===== src/rtl/float_to_int_pipe_pkg.sv =====
// Shared float32 definitions for the FPU conversion blocks: field layout, bias,
// rounding-mode encodings, operand class codes and the rounding-increment decision.
package float_to_int_pipe_pkg;

    localparam int         F32_EXP_W   = 8;
    localparam int         F32_FRAC_W  = 23;
    localparam int         F32_BIAS    = 127;
    localparam logic [7:0] F32_EXP_MAX = 8'hFF;

    typedef enum logic [2:0] {
        RM_RNE = 3'b000,
        RM_RTZ = 3'b001,
        RM_RDN = 3'b010,
        RM_RUP = 3'b011,
        RM_RMM = 3'b100
    } rm_e;

    typedef enum logic [2:0] {
        CLS_ZERO,
        CLS_SUB,
        CLS_NORM,
        CLS_INF,
        CLS_QNAN,
        CLS_SNAN
    } fclass_e;

    // Whether the truncated magnitude must be bumped by one; encodings 101-111 truncate.
    function automatic logic round_up(input logic [2:0] rm, input logic sign,
                                      input logic lsb, input logic guard, input logic sticky);
        logic up;
        case (rm_e'(rm))
            RM_RNE:  up = guard & (sticky | lsb);
            RM_RDN:  up = sign & (guard | sticky);
            RM_RUP:  up = ~sign & (guard | sticky);
            RM_RMM:  up = guard;
            default: up = 1'b0;
        endcase
        return up;
    endfunction

endpackage


===== src/rtl/float_classify.sv =====
// Combinational float32 field split and class code (zero/subnormal/normal/inf/qNaN/sNaN).
module float_classify
    import float_to_int_pipe_pkg::*;
(
    input  logic [31:0]           op,
    output logic                  sign,
    output logic [F32_EXP_W-1:0]  exp,
    output logic [F32_FRAC_W-1:0] fract,
    output fclass_e               cls
);

    assign sign  = op[31];
    assign exp   = op[30:23];
    assign fract = op[22:0];

    always_comb begin
        if (op[30:23] == '0)
            cls = (op[22:0] == '0) ? CLS_ZERO : CLS_SUB;
        else if (op[30:23] == F32_EXP_MAX) begin
            if (op[22:0] == '0)
                cls = CLS_INF;
            else
                cls = op[22] ? CLS_QNAN : CLS_SNAN;
        end else
            cls = CLS_NORM;
    end

endmodule


===== src/rtl/float_to_int_pipe.sv =====
// Two-stage handshaked float32 -> INT_WIDTH integer converter (fcvt.w.s / fcvt.wu.s).
// Define FLOAT_TO_INT_ROUND_EN to honour in_rm; otherwise every conversion truncates (RTZ).
module float_to_int_pipe
    import float_to_int_pipe_pkg::*;
#(
    parameter int INT_WIDTH = 32
) (
    input  logic                 clock,
    input  logic                 reset_n,
    input  logic                 in_valid,
    output logic                 in_ready,
    input  logic [31:0]          in_op,
    input  logic                 in_unsigned,
    input  logic [2:0]           in_rm,
    output logic                 out_valid,
    input  logic                 out_ready,
    output logic [INT_WIDTH-1:0] out_res,
    output logic                 out_nv,
    output logic                 out_nx
);

    // Magnitude keeps one bit above the result so 2^W can still be range-checked after rounding.
    localparam int         MAG_W    = INT_WIDTH + 1;
    localparam int         FIX_W    = MAG_W + 24;
    localparam logic [7:0] EXP_HALF = 8'(F32_BIAS - 1);
    localparam logic [7:0] EXP_OVF  = 8'(F32_BIAS + INT_WIDTH + 1);

    localparam logic [MAG_W:0] LIM_SPOS = (MAG_W+1)'((64'd1 << (INT_WIDTH - 1)) - 64'd1);
    localparam logic [MAG_W:0] LIM_SNEG = (MAG_W+1)'(64'd1 << (INT_WIDTH - 1));
    localparam logic [MAG_W:0] LIM_U    = (MAG_W+1)'((64'd1 << INT_WIDTH) - 64'd1);
    localparam logic [INT_WIDTH-1:0] INT_MAX = {1'b0, {(INT_WIDTH-1){1'b1}}};
    localparam logic [INT_WIDTH-1:0] INT_MIN = {1'b1, {(INT_WIDTH-1){1'b0}}};

    typedef struct packed {
        logic             sign;
        logic             nan;
        logic             inf;
        logic             ovf;
        logic             uns;
`ifdef FLOAT_TO_INT_ROUND_EN
        logic [2:0]       rm;
`endif
        logic [MAG_W-1:0] mag;
        logic             guard;
        logic             sticky;
    } s1_t;

    logic                 s1_valid;
    s1_t                  s1;
    s1_t                  s1_next;
    logic                 s1_advance;
    logic                 c_sign;
    logic [7:0]           c_exp;
    logic [22:0]          c_fract;
    fclass_e              c_cls;
    logic [FIX_W-1:0]     aligned;
    logic                 inc;
    logic [MAG_W:0]       rounded;
    logic [INT_WIDTH-1:0] res;
    logic                 nv;
    logic                 nx;

    float_classify u_classify (
        .op    (in_op),
        .sign  (c_sign),
        .exp   (c_exp),
        .fract (c_fract),
        .cls   (c_cls)
    );

    // Stage 1: the significand lands with its binary point 24 bits up, so the low 24 bits
    // hold guard and sticky; exponents below 0.5 or beyond the range never use the shifter.
    // NOTE: every always_comb output gets a default first so no path can infer a latch.
    always_comb begin
        s1_next      = '0;
        s1_next.sign = c_sign;
        s1_next.uns  = in_unsigned;
`ifdef FLOAT_TO_INT_ROUND_EN
        s1_next.rm   = in_rm;
`endif
        aligned = FIX_W'({1'b1, c_fract}) << (c_exp - EXP_HALF);
        case (c_cls)
            CLS_ZERO: ;
            CLS_SUB:  s1_next.sticky = 1'b1;
            CLS_NORM: begin
                if (c_exp >= EXP_OVF)
                    s1_next.ovf = 1'b1;
                else if (c_exp < EXP_HALF)
                    s1_next.sticky = 1'b1;
                else begin
                    s1_next.mag    = aligned[FIX_W-1:24];
                    s1_next.guard  = aligned[23];
                    s1_next.sticky = |aligned[22:0];
                end
            end
            CLS_INF:  s1_next.inf = 1'b1;
            default:  s1_next.nan = 1'b1;
        endcase
    end

`ifdef FLOAT_TO_INT_ROUND_EN
    assign inc = round_up(s1.rm, s1.sign, s1.mag[0], s1.guard, s1.sticky);
`else
    logic unused_rm;
    assign unused_rm = ^in_rm;
    assign inc       = 1'b0;
`endif

    assign rounded = {1'b0, s1.mag} + {{MAG_W{1'b0}}, inc};

    // Stage 2: range check on the rounded magnitude, saturate, then apply the sign.
    always_comb begin
        nv  = 1'b0;
        res = s1.sign ? -rounded[INT_WIDTH-1:0] : rounded[INT_WIDTH-1:0];
        if (s1.nan) begin
            nv  = 1'b1;
            res = s1.uns ? '1 : INT_MAX;
        end else if (s1.inf || s1.ovf) begin
            nv  = 1'b1;
            res = s1.uns ? (s1.sign ? '0 : '1) : (s1.sign ? INT_MIN : INT_MAX);
        end else if (s1.uns) begin
            if (s1.sign && rounded != '0) begin
                nv  = 1'b1;
                res = '0;
            end else if (!s1.sign && rounded > LIM_U) begin
                nv  = 1'b1;
                res = '1;
            end
        end else if (s1.sign ? (rounded > LIM_SNEG) : (rounded > LIM_SPOS)) begin
            nv  = 1'b1;
            res = s1.sign ? INT_MIN : INT_MAX;
        end
        nx = (s1.guard | s1.sticky) & ~nv;
    end

    assign s1_advance = s1_valid && (!out_valid || out_ready);
    assign in_ready   = !s1_valid || s1_advance;

    // NOTE: pipeline state uses non-blocking assignments so each stage sees pre-edge values.
    always_ff @(posedge clock or negedge reset_n) begin
        if (!reset_n) begin
            s1_valid  <= 1'b0;
            s1        <= '0;
            out_valid <= 1'b0;
            out_res   <= '0;
            out_nv    <= 1'b0;
            out_nx    <= 1'b0;
        end else begin
            if (in_ready) begin
                s1_valid <= in_valid;
                if (in_valid)
                    s1 <= s1_next;
            end
            if (!out_valid || out_ready) begin
                out_valid <= s1_valid;
                if (s1_valid) begin
                    out_res <= res;
                    out_nv  <= nv;
                    out_nx  <= nx;
                end
            end
        end
    end

endmodule


===== config.mk =====
export PLATFORM = sky130hd
export DESIGN_NAME = float_to_int_pipe
export DESIGN_NICKNAME = d
export VERILOG_FILES = /design/src/rtl/float_to_int_pipe_pkg.sv /design/src/rtl/float_classify.sv /design/src/rtl/float_to_int_pipe.sv
export SDC_FILE = /design/constraint.sdc
export NUM_CORES = 1
export LEC_CHECK = 0
export BUFFER_PORTS_ARGS = -buffer_cell sky130_fd_sc_hd__buf_2
export CAP_MARGIN = 10
export CORE_MARGIN = 2
export CORE_UTILIZATION = 55
export CTS_CLUSTER_DIAMETER = 150
export DETAILED_ROUTE_END_ITERATION = 16
export GPL_TIMING_DRIVEN = 0
export HOLD_SLACK_MARGIN = 0.03
export PLACE_DENSITY_LB_ADDON = 0.08
export SLEW_MARGIN = 20
export SYNTH_ARGS = -nofsm -noshare
export SYNTH_HDL_FRONTEND = slang
export SYNTH_HIERARCHICAL = 1
export SYNTH_SLANG_ARGS = --single-unit

===== constraint.sdc =====
create_clock -name clock -period 3.5 [get_ports clock]
set_clock_uncertainty 0.1 [all_clocks]
set_input_delay 0.175 -clock clock [delete_from_list [all_inputs] [get_ports clock]]
set_output_delay 0.175 -clock clock [all_outputs]
set_load 0.005 [all_outputs]

; ---- Word-level counts from Yosys, hierarchy flattened
; Cells that the tools add are included.
[word_totals]
ff_bits = 76
in_bits = 40
out_inout_bits = 36
[op_classes]
add_sub_neg = 2
n_lt_le_gt_ge = 5
n_eq_ne = 4
shifts = 1
muxes = 32
bitwise_logic = 3
n_reduce_logical = 17
[ops]
columns = operator, count
row1 = 2-to-1 mux 32 bit, 11
row2 = 2-to-1 mux 34 bit, 2
row3 = "greater-than comparator 33 x 32 -> 1 bit, second input constant", 2
row4 = << shifter 24 x 8 -> 57 bit, 1
row5 = 2-to-1 mux 35 bit, 1
row6 = nonzero test 34 bit, 1
row7 = "greater-than comparator 33 x 31 -> 1 bit, second input constant", 1
row8 = negator 32 bit, 1
row9 = logical NOT 23 bit, 1
row10 = OR reduction 23 bit, 1
row11 = 2-to-1 mux 1 bit, 14
row12 = 2-to-1 mux 3 bit, 3
row13 = "== test 8 bit, second input constant", 1
row14 = "greater-or-equal comparator 8 bit, second input constant", 1
row15 = logical NOT 8 bit, 1
row16 = "less-than comparator 8 x 7 -> 1 bit, second input constant", 1
row17 = "subtractor 8 x 7 -> 8 bit, second input constant", 1
row18 = "== test 3 x 2 -> 1 bit, second input constant", 2
row19 = AND reduction 2 bit, 2
row20 = OR reduction 4 bit, 1
row21 = "== test 3 x 1 -> 1 bit, second input constant", 1
row22 = logical AND 1 bit, 3
row23 = logical NOT 1 bit, 3
row24 = logical NOT 3 bit, 1
row25 = 5 further kinds, 7

; ---- Depth between registers and ports, before layout
; Gate-level depths: netlist of run 1.
[logic_depth]
depth_word = 9
mapped_depth = 11

; ---- Cells and area by module
; The synthesis of run 1 kept the hierarchy.
[modules_own_cells]
columns = module, n_inst, cells_per_inst, area_per_inst_um2, seq_area_each_um2
row1 = float_to_int_pipe, 1, 730, 6284.8, 1901.8
row2 = float_classify, 1, 49, 374.1, 0.0

; ---- Worst setup path before layout of run 1
; OpenSTA, ideal clock, no wires.
[synth_path]
kind = input -> register
from = in in_op[25]
to = reg s1[0] (netlist name)
setup_ps = 136
t_arrival_ps = 2738
path_slack_ps = 526
stages = 11
n_path_buf = 3
path_cell_list = buf_4 ha_1 clkbuf_1 buf_1 mux4_2 mux2i_1 a21oi_1 a2111oi_0 o211ai_1 a2111oi_0 a31oi_1
[synth_via]
elab_chain_len = 6
elab_cells_between_ends = 14
classes_between = add/sub: 1 / order compare: 2 / eq/ne: 3 / shift: 1 / mux: 5 / reduce/logical: 2
[synth_lines]
columns = item, line_no
row1 = start: declaration, float_to_int_pipe.sv:12  ; input logic [31:0] in_op,
row2 = subtractor 8 x 7 -> 8 bit, float_to_int_pipe.sv:81  ; aligned = FIX_W'({1'b1, c_fract}) << (c_exp - EXP_HALF);
row3 = << shifter 24 x 8 -> 57 bit, float_to_int_pipe.sv:81
row4 = OR reduction 23 bit, float_to_int_pipe.sv:93  ; s1_next.sticky = |aligned[22:0];
row5 = 2-to-1 mux 1 bit, float_to_int_pipe.sv:88  ; else if (c_exp < EXP_HALF)
row6 = 2-to-1 mux 35 bit, float_to_int_pipe.sv:86  ; if (c_exp >= EXP_OVF)
row7 = case mux 1 bit (2 select lines) *, float_to_int_pipe.sv:82  ; case (c_cls)
row8 = end signal: assignment, float_to_int_pipe.sv:152  ; s1 <= s1_next;
row9 = end: declaration, float_to_int_pipe.sv:49  ; s1_t s1;
; Every way passes the cells marked *; elsewhere a longest branch is shown, timed or not.
; A chain may end at the register's enable or synchronous reset.

; ---- Final worst setup path of run 1
[layout_path]
from = reg s1[3] (netlist name)
to = reg out_res[20]
[layout_via]
elab_chain_len = 7
elab_cells_between_ends = 15
classes_between = add/sub: 1 / order compare: 3 / mux: 8 / reduce/logical: 3
[layout_lines]
columns = item, line_no
row1 = negator 32 bit / greater-than comparator 33 x 32 -> 1 bit (equally long branches), "float_to_int_pipe.sv:114, float_to_int_pipe.sv:125"
row2 = 2-to-1 mux 32 bit / logical AND 1 bit (equally long branches), "float_to_int_pipe.sv:114, float_to_int_pipe.sv:125"
row3 = 2-to-1 mux 32 bit, float_to_int_pipe.sv:125  ; end else if (!s1.sign && rounded > LIM_U) begin
row4 = 2-to-1 mux 32 bit, float_to_int_pipe.sv:122  ; if (s1.sign && rounded != '0) begin
row5 = 2-to-1 mux 32 bit *, float_to_int_pipe.sv:121  ; end else if (s1.uns) begin
row6 = 2-to-1 mux 32 bit *, float_to_int_pipe.sv:118  ; end else if (s1.inf || s1.ovf) begin
row7 = 2-to-1 mux 32 bit *, float_to_int_pipe.sv:115  ; if (s1.nan) begin
row8 = end signal: assignment, float_to_int_pipe.sv:157  ; out_res <= res;
row9 = end: declaration, float_to_int_pipe.sv:17  ; output logic [INT_WIDTH-1:0] out_res,
; Marked as above.

==> metrics, run 1 <==
status complete, no violations; Site Rows 40; Skew-Pair Late Insertion Delay 340 ps; Root Driver clkbuf_16; Max Slew Vio Count 0; sum of negative setup slack 0 ps; final setup violation count 0; Worst path max stage delay 700 ps; fillers 1045; CTS Buffer Depth 2; worst path cell trace inv_1 -> ha_1 -> or3b_1 -> or4_1 -> o41ai_1 -> xor2_1 -> nor2_1 -> o21ai_0 -> a21oi_1; first-pass GRT wire length 36500 um; hpwl dp 18400 um; LEAKAGE 3.26 nW; hold crit path type in2reg; Max Fanout on Critical Path 5; die area 13000 um^2; CTS H-Tree Depth 3; startpoint types register; Bufs and invs on worst path 1; Max-slew headroom 0.397; CTS buffer count 9; syn_area_per_cell 8.55 um^2; unrepaired setup endpoints after global routing no; Crit-path slowest cell or4_1; ANT cells 0; hold_sp out_ready; via/cell ratio 6.80; GPL Wtd Cong 0.998; Async SR Flop Fraction 1.00; worst reg2reg endpoint out_res[20]$_DFFE_PN0P_; global-route total usage across every layer 0.362; # port buffers 71; Yosys cell types 78; clk sinks 76; number of global-route vias before repair 6620; Top Ports 76; area of the multi-input gates 4260 um^2; Initial Utilization 0.559; pwr/cell area 429 nW/um^2; Max VDD drop 262 uV; #FFs+latches synth 76; syn_nets 824; Final period util 0.954; mux cell area share after synthesis 0.121; synthesized area 6660 um^2; Non-Filler Instances 1017; sequential element share of the synthesized area 0.286; GRT overflow 0; starting DRC count in detailed routing 696; placed insts 998; maxcap violations 0; CP endpoint kind register; RR Startpoint s1[3]$_DFFE_PN0P_; Vias 6920; Syn. warnings 6; Area Growth Syn to Fin 13.9%; DRT Pass-1 Iters 5; Final Hold Viols 0; Post-CTS Repair Setup Buffers 0; CORE AREA 11900 um^2; sequential cell area 1900 um^2; Setup CP Type reg2reg; Min-Delay Path Depth 3; Chip Width 114 um; Synth Flop Type dfrtp_1; Synth Area in Adders 0.0111; initial antenna violation count 1; WL final 23100 um; post-route cell area 7580 um^2; Antenna Violating Nets Remaining 0; Post-Syn Instances 779; Worst EP arrival 3460 ps; DP Area 7220 um^2; Worst R2R Setup Slack 160 ps; DR WL/cell 22.7 um; Largest delay share family, worst path simple AND/OR/NAND/NOR gates; hold path endpoint out_valid$_DFFE_PN0P_; required time worst endpoint 3620 ps; Synth Area in XOR/XNOR 0.0381; largest net degree at the start of global routing 47; Pwr Total 3.25 mW; Post-synth EDFFs 0; Nets 910; largest family of logic cells by synthesized area compound AO/OA/AOI/OAI gates; Residual DRC 0; Die H 114 um; post-synthesis simple-gate area fraction 0.207; share of cells above drive strength 1 0.223; TritonCTS clock tree built; min Tclk post-route 3340 ps; Synth Area in Compound Gates 0.259; r2r worst-path depth 9; CTS clk-pin slew, worst paths 60 ps; maximum operating frequency 300 MHz; worst slew pin tran 897 ps
flip-flops by register name (all words and copies together), names as in the netlist:
name and flops:
s1 40, out_res 32, out_nv 1, out_nx 1, out_valid 1, s1_valid 1
cell usage in the layout, fill, tap and decap left out, types with 16 or more instances in the layout:
master     n
nor2_1    65
clkbuf_1  42
o21ai_0   54
buf_2     78
nor3_1    19
dfrtp_1   76
xor2_1    23
a21oi_1   41
nand2_1   78
mux2i_1   29
mux4_2    17
buf_4     34
a22o_1    16
routing by layer:
| layer | part of all wire | GRT usage |
|---|---|---|
| met5 | 0.00056 | 0 |
| met4 | 0.060 | 0.203 |
| met3 | 0.072 | 0.0531 |
| met2 | 0.48 | 0.618 |
| met1 | 0.38 | 0.439 |
worst register-to-register path: cells and delay by family, from the launching register on:
kind	cells	cell delay, ps
buffers and inverters	1	130
AO/OA/AOI/OAI	3	740
flip-flops	1	440
AND/OR/NAND/NOR	3	1270
adder cells (fa/ha/maj)	1	280
XOR/XNOR	1	260
synthesized netlist by cell type, types with 8 or more instances:
master / n / area (um^2)
a31oi_1: 12 / 75.1
nor4_1: 12 / 75.1
a211oi_1: 12 / 90.1
clkbuf_1: 43 / 161
buf_4: 33 / 248
a22oi_1: 8 / 60.1
nand3_1: 12 / 60.1
a22o_1: 16 / 140
inv_1: 9 / 33.8
and2_1: 9 / 56.3
nand4_1: 12 / 75.1
nor2_1: 65 / 244
mux4_2: 17 / 383
a21oi_1: 42 / 210
o21ai_0: 54 / 270
mux2_2: 11 / 124
xor2_1: 23 / 201
a211oi_2: 10 / 125
nor3_1: 19 / 95.1
nand2_1: 78 / 293
mux2i_1: 30 / 300
dfrtp_1: 76 / 1900
or3_1: 10 / 62.6
o22ai_1: 9 / 56.3
o31ai_1: 10 / 75.1
area by class of cell:
cell class,instances,share of cell area
buffer,89,0.0627
clock buffer,11,0.0320
clock inverter,5,0.00792
inverter,10,0.00495
multi-input combinational,603,0.562
sequential,76,0.251
tap,147,0.0243
timing repair buffer,76,0.0551
power breakdown:
group	switching (mW)	leakage, nW	total [mW]	internal, mW
Sequential	0.0874	0.983	1.09	1.01
Combinational	0.734	2.13	1.22	0.489
Clock	0.361	0.146	0.934	0.574
Total	1.18	3.26	3.25	2.07
kinds of logic after synthesis:
| family | count (synthesis) |
|---|---|
| AND/OR/NAND/NOR | 266 |
| AO/OA/AOI/OAI | 244 |
| buffers and inverters | 100 |
| flip-flops | 76 |
| multiplexers | 58 |
| XOR/XNOR | 29 |
| adder cells (fa/ha/maj) | 6 |
worst max path at each step:
stage / start / end / cells past startpoint
finish: s1[3]$_DFFE_PN0P_ / out_res[20]$_DFFE_PN0P_ / 9
global route: s1[3]$_DFFE_PN0P_ / out_res[20]$_DFFE_PN0P_ / 9
CTS: in_op[25] / s1[0]$_DFFE_PN0P_ / 12
detailed placement: in_op[25] / s1[0]$_DFFE_PN0P_ / 12
global placement: in_op[25] / s1[0]$_DFFE_PN0P_ / 12
floorplan: in_op[25] / s1[0]$_DFFE_PN0P_ / 11
metrics by stage:
stage / worst slack, ps / hold WS (ps) / util
2_1_floorplan: 526 / -221 / -
4_1_cts: 33.7 / 53.8 / 0.635
6_report: 162 / 64.0 / 0.637
5_1_grt: 19.1 / 106 / 0.637
3_3_place_gp: -776 / 279 / 0.604
3_5_place_dp: -621 / 29.9 / 0.606
repair_timing:
| action | 4_1_cts | 5_1_grt |
|---|---|---|
| setup endpoints to repair | 1 | 2 |
| gates resized for setup | 3 | 5 |
| hold buffers | 4 | 0 |
| hold endpoints to repair | 33 | 0 |
No activity file was read; power rests on OpenSTA's default activity.
==> run 2: changes to the inputs <==
--- a/config.mk
+++ b/config.mk
@@ -9,10 +9,10 @@
 export CAP_MARGIN = 10
 export CORE_MARGIN = 2
-export CORE_UTILIZATION = 55
+export CORE_UTILIZATION = 45
 export CTS_CLUSTER_DIAMETER = 150
 export DETAILED_ROUTE_END_ITERATION = 16
 export GPL_TIMING_DRIVEN = 0
 export HOLD_SLACK_MARGIN = 0.03
-export PLACE_DENSITY_LB_ADDON = 0.08
+export PLACE_DENSITY = 0.74
 export SLEW_MARGIN = 20
 export SYNTH_ARGS = -nofsm -noshare
==> constraint.sdc (replaced) <==
create_clock -name clock -period 3.5 [get_ports clock]
set_clock_uncertainty 0.1 [all_clocks]
set_input_delay 0.875 -clock clock [delete_from_list [all_inputs] [get_ports clock]]
set_output_delay 0.875 -clock clock [all_outputs]
set_load 0.005 [all_outputs]
==> run 2 against run 1 <==
Against the previous run: register-to-register slack barely moved; cell area rose by 1.7%; global-route usage fell by 8.9 points; wire length fell by 5.6%; via count fell by 2.7%; hold slack improved by 320 ps; total power rose by 2.1%; combinational power barely moved; critical endpoint is now s1[0]$_DFFE_PN0P_; clock power rose by 10%; critical path depth rose by 3; core utilization fell by 10 points; count of clock-buffer cells in the layout did not move.
==> metrics, run 2 (synthesis results as in run 1) <==
Die H 126 um; LEAKAGE 3.29 nW; cell depth of the worst setup path 12; Antenna Violating Nets Remaining 0; Worst R2R Setup Slack 170 ps; Residual DRC 0; Worst EP arrival 3600 ps; Bufs and invs on worst path 4; CORE AREA 14500 um^2; via/cell ratio 6.41; share of cells above drive strength 1 0.251; Max Slew Vio Count 0; min Tclk post-route 3500 ps; Site Rows 44; Max VDD drop 180 uV; TritonCTS clock tree built; GPL Wtd Cong 1.02; placed insts 1035; fillers 1395; initial antenna violation count 0; first-pass GRT wire length 34500 um; Top Ports 76; most frequent cells in the layout 78 x nand2_1, 76 x dfrtp_1, 73 x buf_2; CTS Buffer Depth 2; Pwr Total 3.32 mW; Worst Setup EP s1[0]$_DFFE_PN0P_; Initial Utilization 0.460; hold crit path type in2async; ANT cells 0; worst slew pin tran 744 ps; post-cts hold buffer count 0; Skew-Pair Late Insertion Delay 340 ps; Largest delay share family, worst path compound AO/OA/AOI/OAI gates; WL final 21800 um; Top Registers s1: 40 flops, out_res: 32 flops; hpwl dp 17000 um; Largest register FFs 40; post-layout util 0.532; maximum operating frequency 286 MHz; Nets 906; Max Fanout on Critical Path 10; status complete, no violations; Max-slew headroom 0.491; Root Driver clkbuf_16; Setup CP Type in2reg; Final period util 0.999; Crit. Startpoint in_op[25]; CTS H-Tree Depth 3; Non-Filler Instances 1050; worst path cell trace buf_2 -> buf_4 -> ha_1 -> clkbuf_4 -> buf_6 -> mux4_2 -> mux2i_2 -> a21oi_1 -> a221oi_2 -> o211ai_1 -> a2111oi_1 -> a31oi_1; DRT Pass-1 Iters 5; clk sinks 76; Worst path max stage delay 420 ps; Area Growth Syn to Fin 15.8%; starting DRC count in detailed routing 631; GRT overflow 0; commonest non-fill, non-tap cell in the layout nand2_1; number of global-route vias before repair 6352; r2r worst-path depth 9; CTS buffer count 9; Vias 6735; CP endpoint kind register; DP Area 7270 um^2; largest net degree at the start of global routing 45; Final Hold Viols 0; worst reg2reg endpoint out_nx$_DFFE_PN0P_; die area 15800 um^2; DR WL/cell 20.8 um; Chip Width 126 um; pwr/cell area 430 nW/um^2; Crit-path slowest cell a2111oi_1; CTS clk-pin slew, worst paths 60 ps; maxcap violations 0; post-route cell area 7710 um^2; final setup violation count 0; unrepaired setup endpoints after global routing yes; global-route total usage across every layer 0.273; required time worst endpoint 3600 ps; Reg with most FFs s1; sum of negative setup slack 0 ps; RR Startpoint s1[21]$_DFFE_PN0P_; # port buffers 71; startpoint types input port
run 2: cell types whose count changed in the layout (fill, tap and decap cells not counted), sizes merged:
cell	before	now
buf	120	119
bufinv	1	2
clkbuf	52	53
clkinv	2	1
clkinvlp	1	2
dlygate4sd3	4	0
inv	11	10
run 2: stage by stage:
step                      hold WS [ps]  setup WS [ps]
final                              380           3.79
after global placement             370           -628
after detailed placement           379           -641
after CTS                          392          -56.9
after floorplan                    371           94.4
after global routing               415          -38.8
run 2: power by group:
part / internal (mW) / switching [mW] / total (mW)
Sequential: 1.01 / 0.0846 / 1.09
Combinational: 0.496 / 0.704 / 1.20
Clock: 0.664 / 0.364 / 1.03
run 2: cell type report:
| cell class | instances | area, um^2 | area share |
|---|---|---|---|
| Buffer | 88 | 504 | 0.0654 |
| Clock buffer | 11 | 253 | 0.0328 |
| Timing Repair Buffer | 73 | 385 | 0.0500 |
| Multi-Input combinational cell | 603 | 4310 | 0.560 |
| Clock inverter | 5 | 83.8 | 0.0109 |
| Sequential cell | 76 | 1900 | 0.247 |
| Inverter | 10 | 37.5 | 0.00487 |
| Tap cell | 184 | 230 | 0.0299 |
run 2: worst min path at each step:
stage,start,end,depth (start not counted)
4_1_cts,reset_n,out_res[15]$_DFFE_PN0P_,1
2_1_floorplan,s1_valid$_DFFE_PN0N_,out_valid$_DFFE_PN0P_,1
6_report,reset_n,out_res[15]$_DFFE_PN0P_,1
3_5_place_dp,out_nv$_DFFE_PN0P_,out_nv$_DFFE_PN0P_,1
3_3_place_gp,out_nv$_DFFE_PN0P_,out_nv$_DFFE_PN0P_,1
5_1_grt,reset_n,out_res[15]$_DFFE_PN0P_,1
run 2: layer usage:
metal | track usage | vias up | routed length [um]
li1 | - | 3111 | -
met3 | 0.0306 | 87 | 1430
met2 | 0.449 | 332 | 10300
met1 | 0.353 | 3205 | 8980
met4 | 0.150 | 0 | 1160
met5 | 0 | - | 0
run 2: what timing repair did:
action	4_1_cts	5_1_grt
pin swaps	0	1
gates resized for setup	8	36
buffers inserted	0	1
setup endpoints to repair	10	28
run 2: worst register-to-register path, cell delays in order (launching register included):
cell and delay [ps]:
dfrtp_1 320, clkbuf_1 350, nand4_1 150, a2111oi_0 610, a41oi_1 260, or2_2 320, clkbuf_1 190, and3_1 200
o21ai_0 500, o21ai_0 180
